$ cat config.mk
export PLATFORM = sky130hd
export DESIGN_NAME = gmii_rx_deframer
export DESIGN_NICKNAME = d
export VERILOG_FILES = /design/src/rtl/eth_rx_pkg.sv /design/src/rtl/crc32_d8.sv /design/src/rtl/gmii_rx_deframer.sv
export SDC_FILE = /design/constraint.sdc
export NUM_CORES = 1
export LEC_CHECK = 0
export CAP_MARGIN = 20
export CORE_ASPECT_RATIO = 0.9
export CORE_UTILIZATION = 50
export CTS_BUF_LIST = sky130_fd_sc_hd__clkbuf_4 sky130_fd_sc_hd__clkbuf_8
export CTS_CLUSTER_DIAMETER = 30
export CTS_CLUSTER_SIZE = 25
export DETAILED_ROUTE_END_ITERATION = 12
export PLACE_DENSITY = 0.79
export REMOVE_ABC_BUFFERS = 1
export SYNTH_ARGS = -nofsm -noshare
export SYNTH_HDL_FRONTEND = slang
export SYNTH_SLANG_ARGS = --single-unit
$ cat constraint.sdc
create_clock -name CLK -period 9.4 [get_ports CLK]
set_input_delay 1.41 -clock CLK [delete_from_list [all_inputs] [get_ports CLK]]
set_output_delay 1.41 -clock CLK [all_outputs]
set_load 0.005 [all_outputs]
$ cat src/rtl/eth_rx_pkg.sv
// Shared constants and types for the GMII receive path.
package eth_rx_pkg;

    localparam logic [7:0]  PREAMBLE_BYTE = 8'h55;
    localparam logic [7:0]  SFD_BYTE      = 8'hD5;

    localparam logic [31:0] CRC_POLY      = 32'hEDB88320;
    localparam logic [31:0] CRC_INIT      = 32'hFFFFFFFF;
    localparam logic [31:0] CRC_RESIDUE   = 32'hDEBB20E3;

    // Longest run of preamble bytes accepted before the SFD.
    localparam int          MAX_PREAMBLE  = 7;

    typedef enum logic [1:0] {
        IDLE,
        PREAMBLE,
        DATA,
        DROP
    } rx_state_e;

endpackage

$ cat src/rtl/crc32_d8.sv
// Byte-wide reflected CRC-32 next-state; shared with the transmit framer.
module crc32_d8
    import eth_rx_pkg::*;
(
    input  logic [31:0] crc_in,
    input  logic [7:0]  d,
    output logic [31:0] crc_out
);

    // Eight LSB-first bit steps folded into one combinational update.
    always_comb begin
        crc_out = crc_in;
        // NOTE: blocking assignments here on purpose -- each loop step must see
        // the value produced by the previous step within the same evaluation.
        for (int i = 0; i < 8; i++) begin
            crc_out = (crc_out >> 1) ^ ((crc_out[0] ^ d[i]) ? CRC_POLY : 32'h0);
        end
    end

endmodule

$ cat src/rtl/gmii_rx_deframer.sv
// GMII receive deframer: strips preamble/SFD, checks FCS and length,
// forwards frame bytes through a short delay line so the FCS can be dropped.
module gmii_rx_deframer
    import eth_rx_pkg::*;
#(
    parameter int MIN_FRAME = 64,
    parameter int MAX_FRAME = 1518,
    parameter int STRIP_FCS = 1
) (
    input  logic        CLK,
    input  logic        RESET,
    input  logic [7:0]  gmii_rxd,
    input  logic        gmii_rx_dv,
    input  logic        gmii_rx_er,
    output logic [7:0]  m_tdata,
    output logic        m_tvalid,
    output logic        m_tlast,
    output logic        m_tuser,
    output logic [31:0] stat_good,
    output logic [31:0] stat_bad
);

    // Holding back four extra bytes lets the FCS fall off the end unseen.
    localparam int D = (STRIP_FCS != 0) ? 5 : 1;

    rx_state_e   state_q, state_d;
    logic [7:0]  line_q [D];
    logic [7:0]  line_d [D];
    logic [2:0]  fill_q, fill_d;
    logic [10:0] len_q, len_d;
    logic [2:0]  pre_q, pre_d;
    logic [31:0] crc_q, crc_d, crc_next;
    logic        err_seen_q, err_seen_d;
    logic        busy_q, busy_d;
    logic [7:0]  tdata_q, tdata_d;
    logic        tvalid_q, tvalid_d;
    logic        tlast_q, tlast_d;
    logic        tuser_q, tuser_d;
    logic [31:0] good_q, good_d;
    logic [31:0] bad_q, bad_d;
    logic        frame_bad;

    crc32_d8 u_crc (
        .crc_in  (crc_q),
        .d       (gmii_rxd),
        .crc_out (crc_next)
    );

    // Next-state, frame bookkeeping and output beat selection.
    always_comb begin
        // NOTE: every signal gets a default before the case so no path can
        // leave one unassigned and infer a latch.
        state_d    = state_q;
        line_d     = line_q;
        fill_d     = fill_q;
        len_d      = len_q;
        pre_d      = pre_q;
        crc_d      = crc_q;
        err_seen_d = err_seen_q;
        busy_d     = gmii_rx_dv;
        tdata_d    = 8'h00;
        tvalid_d   = 1'b0;
        tlast_d    = 1'b0;
        tuser_d    = 1'b0;
        good_d     = good_q;
        bad_d      = bad_q;
        frame_bad  = 1'b0;

        // Outside DATA the per-frame context sits ready for the next frame.
        if (state_q != DATA) begin
            fill_d     = 3'd0;
            len_d      = 11'd0;
            crc_d      = CRC_INIT;
            err_seen_d = 1'b0;
        end

        case (state_q)
            IDLE: begin
                pre_d = 3'd0;
                if (gmii_rx_dv) begin
                    // dv already high last cycle means we joined mid-frame.
                    if (busy_q) begin
                        state_d = DROP;
                    end else if (gmii_rxd == PREAMBLE_BYTE) begin
                        state_d = PREAMBLE;
                        pre_d   = 3'd1;
                    end else if (gmii_rxd == SFD_BYTE) begin
                        state_d = DATA;
                    end else begin
                        state_d = DROP;
                    end
                end
            end

            PREAMBLE: begin
                if (!gmii_rx_dv) begin
                    state_d = IDLE;
                end else if (gmii_rx_er) begin
                    state_d = DROP;
                end else if (gmii_rxd == PREAMBLE_BYTE) begin
                    if (pre_q == 3'(MAX_PREAMBLE)) state_d = DROP;
                    else                            pre_d   = pre_q + 3'd1;
                end else if (gmii_rxd == SFD_BYTE) begin
                    state_d = DATA;
                end else begin
                    state_d = DROP;
                end
            end

            DATA: begin
                if (len_q == 11'(MAX_FRAME + 1)) begin
                    // Oversize: close the frame on the held byte and abandon the rest.
                    tdata_d  = line_q[D-1];
                    tvalid_d = 1'b1;
                    tlast_d  = 1'b1;
                    tuser_d  = 1'b1;
                    bad_d    = bad_q + 32'd1;
                    state_d  = gmii_rx_dv ? DROP : IDLE;
                end else if (gmii_rx_dv) begin
                    crc_d      = crc_next;
                    len_d      = (len_q == '1) ? len_q : len_q + 11'd1;
                    err_seen_d = err_seen_q | gmii_rx_er;
                    line_d[0]  = gmii_rxd;
                    for (int i = 1; i < D; i++) begin
                        line_d[i] = line_q[i-1];
                    end
                    if (fill_q == 3'(D)) begin
                        tdata_d  = line_q[D-1];
                        tvalid_d = 1'b1;
                    end else begin
                        fill_d = fill_q + 3'd1;
                    end
                end else begin
                    // End of frame: the oldest held byte is the final beat.
                    frame_bad = (crc_q != CRC_RESIDUE) || err_seen_q ||
                                (len_q < 11'(MIN_FRAME)) || (fill_q != 3'(D));
                    if (fill_q == 3'(D)) begin
                        tdata_d  = line_q[D-1];
                        tvalid_d = 1'b1;
                        tlast_d  = 1'b1;
                        tuser_d  = frame_bad;
                    end
                    if (frame_bad) bad_d  = bad_q + 32'd1;
                    else           good_d = good_q + 32'd1;
                    state_d = IDLE;
                end
            end

            DROP: begin
                if (!gmii_rx_dv) state_d = IDLE;
            end

            default: state_d = IDLE;
        endcase
    end

    // Control state, output beat and statistics registers.
    always_ff @(posedge CLK) begin
        if (RESET) begin
            state_q    <= IDLE;
            fill_q     <= 3'd0;
            len_q      <= 11'd0;
            pre_q      <= 3'd0;
            crc_q      <= CRC_INIT;
            err_seen_q <= 1'b0;
            busy_q     <= 1'b1;
            tdata_q    <= 8'h00;
            tvalid_q   <= 1'b0;
            tlast_q    <= 1'b0;
            tuser_q    <= 1'b0;
            good_q     <= 32'd0;
            bad_q      <= 32'd0;
        end else begin
            state_q    <= state_d;
            fill_q     <= fill_d;
            len_q      <= len_d;
            pre_q      <= pre_d;
            crc_q      <= crc_d;
            err_seen_q <= err_seen_d;
            busy_q     <= busy_d;
            tdata_q    <= tdata_d;
            tvalid_q   <= tvalid_d;
            tlast_q    <= tlast_d;
            tuser_q    <= tuser_d;
            good_q     <= good_d;
            bad_q      <= bad_d;
        end
    end

    // Delay line byte storage.
    // NOTE: data storage is not reset; fill_q alone says which entries are
    // meaningful, so clearing the bytes would only cost reset routing.
    always_ff @(posedge CLK) begin
        line_q <= line_d;
    end

    assign m_tdata   = tdata_q;
    assign m_tvalid  = tvalid_q;
    assign m_tlast   = tlast_q;
    assign m_tuser   = tuser_q;
    assign stat_good = good_q;
    assign stat_bad  = bad_q;

endmodule

==> results of run 1 <==
## sequential cells by signal, summed over array words and instances (netlist names)
register    flops
busy_q          1
crc_q          32
err_seen_q      1
fill_q          3
len_q          11
line_q         40
m_tdata         8
m_tlast         1
m_tuser         1
m_tvalid        1
pre_q           3
stat_bad       32
stat_good      32
state_q         2
## worst max path at each step
| stage | start | to | slack, ns | cells after the start |
|---|---|---|---|---|
| after floorplan | gmii_rx_dv | line_q[0] | 5.27 | 3 |
| after global placement | gmii_rx_dv | stat_bad[15] | 5.08 | 7 |
| after detailed placement | gmii_rx_dv | stat_bad[8] | 4.95 | 7 |
| after CTS | gmii_rx_dv | stat_bad[8] | 5.46 | 7 |
| after global routing | gmii_rx_dv | stat_bad[8] | 5.26 | 7 |
| final | gmii_rx_dv | stat_bad[8] | 5.44 | 7 |
## per-stage QoR
step	std cells	area, um^2	util [%]
after global placement	1006	8570	58.0
after CTS	1038	8960	60.7
after floorplan	720	7440	-
final	1039	8980	60.8
after detailed placement	1006	8570	58.0
after global routing	1039	8980	60.8
## critical path, stage by stage
cell and delay, ns:
clkdlybuf4s50_1 0.59, inv_1 0.24, a31o_2 0.82, nand2b_1 0.61, nor4_2 0.40, xnor2_1 0.16
nor2_1 0.05
## per-layer routing
metal  wire length [um]  vias to the layer above
met5                  0                        -
met4                191                        0
met3                668                       18
met2               7420                      146
met1               7360                     2712
li1                   -                     2826
## logic make-up after synthesis
logic type / share of synthesized area, %
muxes: 0.841
xor gates and xnor gates: 15.3
and+or+nand+nor: 23.3
DFF: 49.6
AOI/OAI and AO/OA: 7.45
buffers and inverters: 2.29
adders and majority gates: 1.15
## area by class of cell
cell class | count | area (um^2)
fillers | 1215 | 5780
flip-flops and latches | 168 | 3760
multi-input cells | 545 | 3660
repair buffers | 89 | 891
clock buffers | 19 | 249
well taps | 198 | 248
clock inverters | 13 | 143
inverters | 7 | 26.3
## cell usage in the layout (no fill, tap or decap), types with 5 or more instances in the layout
| cell type | Yosys | final |
|---|---|---|
| o211ai_1 | 15 | 15 |
| dfxtp_1 | 128 | 128 |
| nor2_1 | 67 | 65 |
| o21ai_0 | 21 | 21 |
| clkdlybuf4s50_1 | 0 | 85 |
| and2_1 | 14 | 14 |
| ha_1 | 7 | 7 |
| inv_6 | 0 | 7 |
| inv_1 | 7 | 7 |
| and3_1 | 9 | 9 |
| xnor2_2 | 5 | 5 |
| or3_1 | 24 | 24 |
| nor3_1 | 17 | 17 |
| xor2_1 | 40 | 40 |
| and4_1 | 13 | 13 |
| nand3_1 | 23 | 23 |
| nor4_1 | 6 | 6 |
| nand4_1 | 30 | 30 |
| clkbuf_8 | 0 | 17 |
| xnor2_1 | 76 | 76 |
| o22ai_1 | 16 | 16 |
| a21oi_1 | 29 | 29 |
| edfxtp_1 | 40 | 40 |
| nand2_1 | 68 | 68 |
## power groups by stage
stage | logic, W | clock network (W) | registers, W
global placement | 0.000142 | 0 | 0.000771
detailed placement | 0.000144 | 0 | 0.000771
finish | 0.000147 | 0.000514 | 0.000754
floorplan | 0.000110 | 0 | 0.000769
global route | 0.000159 | 0.000557 | 0.000756
CTS | 0.000146 | 0.000527 | 0.000754
==> impl_metrics.toml, run 1 <==
[sta]
grt_setup_unrepaired = "no"
setup_tns_ns = 0
period_needed_ns = 3.96
fmax_mhz = 253
setup_ws_ns = 5.44
fin_crit_sh_pct = 42.1
fin_skew_ns = 0.0107
setup_viol = 0
timing_hold_violations_final = 0
slew_viol_final = 0
worstMarginPinSlew_ns = 1.04
whs_ns = 0.422
slew_headroom_pct = 31.0

[routing]
ant_nets = 0
drtIter0Drc = 461
post_drt_wl_per_cell_um = 15.0
routed_wl_um = 15600
via_per_inst = 5.49
drc = 0
vias = 5702
drt_pass1_iterations = 5

[placement]
dpl.hpwl_um = 10600
io_buffers = 86
place_ws_ns = 4.95
routabilityCongestion = 0.833

[critical_path]
reg2reg_to = "stat_bad[8]"
rrSetupSlack_ns = 6.23
r2r-start = "len_q[0]"
required_ns = 9.73
cp-end-kind = "flop"
arrival_ns = 4.29
start_kind = "input port"
crit_type = "input port to flop"
reg2regPathDepth = 7
critical_path_peak_fanout = 51

[finish]
fin_nets = 847
num_antenna_cells = 0
drive_gt1_share_pct = 8.09
area_growth_pct = 18.3

[logic_synthesis]
synth-main-ff-cell = "dfxtp_1"
ys_types = 62
synth-async-reset-ratio_pct = 0
avgSynthCellArea_um2 = 10.1
ys_seq_area_share_pct = 49.6
synth-seq-cells = 168
synth_edf_count = 40
synth.largest_area_cell = "dfxtp_1"
netlist_top_cells_count = "128 x dfxtp_1, 76 x xnor2_1, 68 x nand2_1"
netlist_instances = 752
syn-cell-area_um2 = 7590
synth.top_cells.by_area = "dfxtp_1 34%, edfxtp_1 16%, xnor2_1 8.8%"
yosys.area.top_type_share_pct = 33.8
yosysMostFrequentCell = "dfxtp_1"
yosysWarnings = 0

[power_and_ir_drop]
switching_share_pct = 25.2
powerDensity_nw_per_um2 = 158
power.internal_w = 0.00106
power_frac_comb_pct = 10.4
p_sw_w = 0.000356
finalPower_w = 0.00142
leakage_nw = 2.98
clockPowerShare_pct = 36.3
seqPwrFrac_pct = 53.3
peakVddDrop_mv = 0.0862

[worst_hold_path]
hold_end = "line_q[13]"
min-delay-start = "line_q[21]"
hold_class = "flop to flop"
worstHoldPathCells = 0

[grt]
grt_pass1_wl_um = 25900
grt.total_usage_pct = 20.7
use_met3_pct = 4.00
grt_max_degree = 72
antenna_found_initial = 0
busiest_layer = "met2"
grtUsageMet1_pct = 28.2
grt_pass1_vias = 5152
grt_use_met2_pct = 32.9
overflow = 0

[clock_tree]
clk_pin_slew_ns = 0.09
cts_buffer_depth = 2
hold_buffers = 0
cts_inserted_buffers = 17
cts_tree = "built"
worstSkewPairLatency_ns = 0.46
clkSinkCount = 168
cts_setup_buffers = 0
cts_resized = 0
h-tree-depth = 4
root_buffer = "clkbuf_8"

[floorplan]
die-area_um2 = 15700
coreArea_um2 = 14800
fp.dieW_um = 132
num_io_pins = 87
rows = 42
fp.dieH_um = 119
start_util_pct = 51.4

[run]
drv_cap = 0

[run_status]
status = "finished, final reports clean"
Note: power is estimated with default switching activity, not from simulation.
==> run 2, diff against run 1 <==
PLACE_DENSITY = 0.82   (was 0.79)
clock period = 3.55 ns   (was 9.4 ns; I/O delays follow)
==> run 2 against run 1 <==
Sequential power rose to 2.7 times the previous value. First-iteration DRC count rose by 10%. Register-to-register slack got worse by 5.4 ns. Largest power group unchanged.
==> impl_metrics.toml, run 2 (synthesis gave the netlist of run 1 again) <==
[grt]
grt_pass1_wl_um = 27400
overflow = 0
grt.total_usage_pct = 22.1
antenna_found_initial = 0
grt_pass1_vias = 5518
grt_max_degree = 71

[finish]
largest-register = "line_q"
final_cell_mix = "128 x dfxtp_1, 85 x clkdlybuf4s50_1, 76 x xnor2_1"
final_area_um2 = 9050
num_antenna_cells = 0
fin_nets = 858
drive_gt1_share_pct = 9.39
final_cells = 1050
area_growth_pct = 19.3
final_common_cell = "dfxtp_1"
largest_register_ffs = 40

[sta]
slew_headroom_pct = 46.8
worstMarginPinSlew_ns = 0.792
grt_setup_unrepaired = "no"
whs_ns = 0.423
timing_hold_violations_final = 0
setup_ws_ns = 0.810
fin_skew_ns = 0.0126
setup_tns_ns = 0
setup_viol = 0
fin_crit_sh_pct = 77.2
slew_viol_final = 0
period_needed_ns = 2.74
fmax_mhz = 365

[routing]
drc = 0
vias = 5953
via_per_inst = 5.67
ant_nets = 0
routed_wl_um = 16700
drt_pass1_iterations = 5
drtIter0Drc = 509
post_drt_wl_per_cell_um = 15.9

[worst_hold_path]
hold_class = "flop to flop"

[placement]
place_area_um2 = 8660
dpl.hpwl_um = 11300
dp.cells = 1018
routabilityCongestion = 0.878
io_buffers = 86
place_ws_ns = 0.560

[clock_tree]
clk_pin_slew_ns = 0.08
h-tree-depth = 4
cts_buffer_depth = 2
cts_resized = 0
worstSkewPairLatency_ns = 0.46
cts_tree = "built"
hold_buffers = 0
root_buffer = "clkbuf_8"
clkSinkCount = 168
cts_setup_buffers = 0
cts_inserted_buffers = 17

[floorplan]
fp.dieH_um = 119
fp.dieW_um = 132
die-area_um2 = 15700
rows = 42
start_util_pct = 51.4
num_io_pins = 87
coreArea_um2 = 14800

[run_status]
status = "finished, final reports clean"

[power_and_ir_drop]
powerDensity_nw_per_um2 = 414
leakage_nw = 3.02
peakVddDrop_mv = 0.264

[critical_path]
crit_type = "flop to flop"
critical_path_peak_fanout = 18
cp-end-kind = "flop"
required_ns = 3.87
arrival_ns = 3.06
start_kind = "flop"

[run]
drv_cap = 0
[run 2: cell types whose count changed in the layout (fill, tap and decap cells not counted), sizes merged]
cell      before  now
buf            4   15
inv           14    8
clkinvlp       0    3
clkinv         4    6
clkbuf        19   20
[run 2: area by class of cell]
type                    count  area [um^2]
clock buffers              20          263
clock inverters            12          128
fillers                  1188         5720
inverters                   7         26.3
multi-input cells         545         3660
flip-flops and latches    168         3760
well taps                 198          248
repair buffers            100          961
[run 2: where the power goes]
| group | internal, W | total (W) | switching (W) |
|---|---|---|---|
| Clock | 0.000656 | 0.00134 | 0.000685 |
| Sequential | 0.00198 | 0.00200 | 0.0000192 |
| Combinational | 0.000180 | 0.000408 | 0.000228 |
| Total | 0.00281 | 0.00375 | 0.000931 |
[run 2: metal layers]
| layer | vias to the layer above | share of wire (%) | wire (um) | GRT usage, % |
|---|---|---|---|---|
| met5 | - | 0 | 0 | 0 |
| met4 | 0 | 2.9 | 482 | 12.2 |
| met3 | 44 | 5.3 | 879 | 4.09 |
| met2 | 217 | 48 | 8030 | 34.9 |
| met1 | 2828 | 44 | 7300 | 28.7 |
| li1 | 2864 | - | - | - |
[run 2: final timing paths]
path / startpoint / to / slack (ns) / depth (start not counted)
worst max-delay path: crc_q[12] / stat_good[15] / 0.81 / 6
worst min-delay path: line_q[31] / line_q[23] / 0.42 / 0
worst max register to register: crc_q[12] / stat_good[15] / 0.81 / 6
worst min register to register: line_q[31] / line_q[23] / 0.42 / 0
[run 2: worst max-delay path, stage by stage (launching register included)]
cell and delay [ns]:
dfxtp_1 0.33, or3_1 0.37, nor3_1 0.43, nand4_2 0.57
or4_1 0.69, xor2_1 0.16, nor2_1 0.05
[run 2: through the flow]
step	util, %	power, W
after floorplan	-	0.00233
after global placement	58.7	0.00243
after detailed placement	58.7	0.00243
after CTS	61.3	0.00377
after global routing	61.3	0.00388
final	61.3	0.00375
==> run 3, diff against run 2 <==
PLACE_DENSITY = 0.79   (was 0.82)
clock period = 2.9 ns   (was 3.55 ns; I/O delays follow)
==> run 3 against run 2 <==
Non-clock buffer count grew 10. Clock power grew 19%. Total power grew 21%. Critical path depth is the same. Die area is the same. Clock skew shrank 0.0056 ns. Register-to-register slack lost 0.46 ns. Wire length shrank 4.8%. Hold slack lost 0.0012 ns. Worst setup slack lost 0.46 ns. Sequential cell count is the same. First-iteration DRC count shrank 27%.
==> impl_metrics.toml, run 3 (synthesis gave the netlist of run 1 again) <==
[sta]
setup_ws_ns = 0.353
slew_headroom_pct = 48.7
setup_viol = 0
grt_setup_unrepaired = "no"
slew_viol_final = 0
fin_skew_ns = 0.00699
whs_ns = 0.422
period_needed_ns = 2.55
timing_hold_violations_final = 0
fin_crit_sh_pct = 87.8
fmax_mhz = 393
worstMarginPinSlew_ns = 0.765

[clock_tree]
cts_setup_buffers = 0
cts_tree = "built"
hold_buffers = 0
cts_inserted_buffers = 17
worstSkewPairLatency_ns = 0.46
clkSinkCount = 168
root_buffer = "clkbuf_8"
cts_buffer_depth = 2
h-tree-depth = 4
clk_pin_slew_ns = 0.09
cts_resized = 0

[grt]
grt_pass1_wl_um = 26800
overflow = 0
antenna_found_initial = 0
grt_max_degree = 47
grt_pass1_vias = 5388
grt.total_usage_pct = 21.5

[finish]
postLayoutCoreUtil_pct = 61.8
fin_nets = 868
num_antenna_cells = 0
area_growth_pct = 20.3
final_cell_mix = "128 x dfxtp_1, 85 x clkdlybuf4s50_1, 76 x xnor2_1"
drive_gt1_share_pct = 10.6
largest-register = "line_q"
largest_register_ffs = 40
final_common_cell = "dfxtp_1"

[placement]
place_ws_ns = 0.187
routabilityCongestion = 0.873
dpl.hpwl_um = 11300
io_buffers = 86

[routing]
via_per_inst = 5.42
ant_nets = 0
drtIter0Drc = 371
drt_pass1_iterations = 5
vias = 5749
post_drt_wl_per_cell_um = 15.0
drc = 0
routed_wl_um = 15900

[floorplan]
fp.dieH_um = 119
start_util_pct = 51.4
die-area_um2 = 15700
coreArea_um2 = 14800
fp.dieW_um = 132
rows = 42
num_io_pins = 87

[critical_path]
r2r-start = "crc_q[31]"
critical_path_peak_fanout = 11
required_ns = 3.29
rrSetupSlack_ns = 0.35
cp-end-kind = "flop"
arrival_ns = 2.94
reg2regPathDepth = 6
reg2reg_to = "stat_good[26]"
start_kind = "flop"
crit_type = "flop to flop"

[run_status]
status = "finished, final reports clean"

[worst_hold_path]
worstHoldPathCells = 0
hold_end = "line_q[13]"
min-delay-start = "line_q[21]"
hold_class = "flop to flop"

[run]
drv_cap = 0

[power_and_ir_drop]
peakVddDrop_mv = 0.347
finalPower_w = 0.00454
leakage_nw = 3.07
powerDensity_nw_per_um2 = 497
-- run 3: routing by layer --
| layer | share of wire [%] | global-route usage, % | up-vias |
|---|---|---|---|
| met5 | 0 | 0 | - |
| met4 | 2.9 | 10.6 | 0 |
| met3 | 3.2 | 3.79 | 30 |
| met2 | 47 | 34.4 | 132 |
| met1 | 47 | 28.1 | 2714 |
| li1 | - | - | 2873 |
-- run 3: critical path, stage by stage, from the launching register on --
cell and delay (ns):
dfxtp_1 0.36, nor4bb_1 0.49, nand4_1 0.28, nor3_1 0.32, nand4_1 0.42, or3_1 0.46
a21oi_1 0.15
-- run 3: metrics by stage --
stage	instances	setup TNS (ns)	instance area [um^2]
6_report	1060	0	9130
5_1_grt	1060	0	9130
4_1_cts	1060	0	9130
3_5_place_dp	1028	0	8750
3_3_place_gp	1028	0	8750
2_1_floorplan	720	-22.15	7440
-- run 3: layout make-up --
| cell class | instances | area (um^2) |
|---|---|---|
| multi-input cells | 545 | 3660 |
| clock inverters | 14 | 140 |
| clock buffers | 18 | 241 |
| inverters | 7 | 26.3 |
| flip-flops and latches | 168 | 3760 |
| well taps | 198 | 248 |
| fillers | 1211 | 5640 |
| repair buffers | 110 | 1050 |
-- run 3: worst max path at each step --
| stage | start | endpoint | slack [ns] | cells past startpoint |
|---|---|---|---|---|
| floorplan | len_q[0] | line_q[0] | -0.55 | 4 |
| global placement | gmii_rxd[0] | crc_q[19] | 0.23 | 7 |
| detailed placement | gmii_rxd[0] | crc_q[19] | 0.19 | 7 |
| CTS | crc_q[31] | stat_good[26] | 0.40 | 6 |
| global route | crc_q[12] | stat_good[13] | 0.28 | 7 |
| finish | crc_q[31] | stat_good[26] | 0.35 | 6 |
-- run 3: power by group --
group | switching [W] | internal, W
registers | 0.0000240 | 0.00242
logic | 0.000260 | 0.000235
clock network | 0.000890 | 0.000711
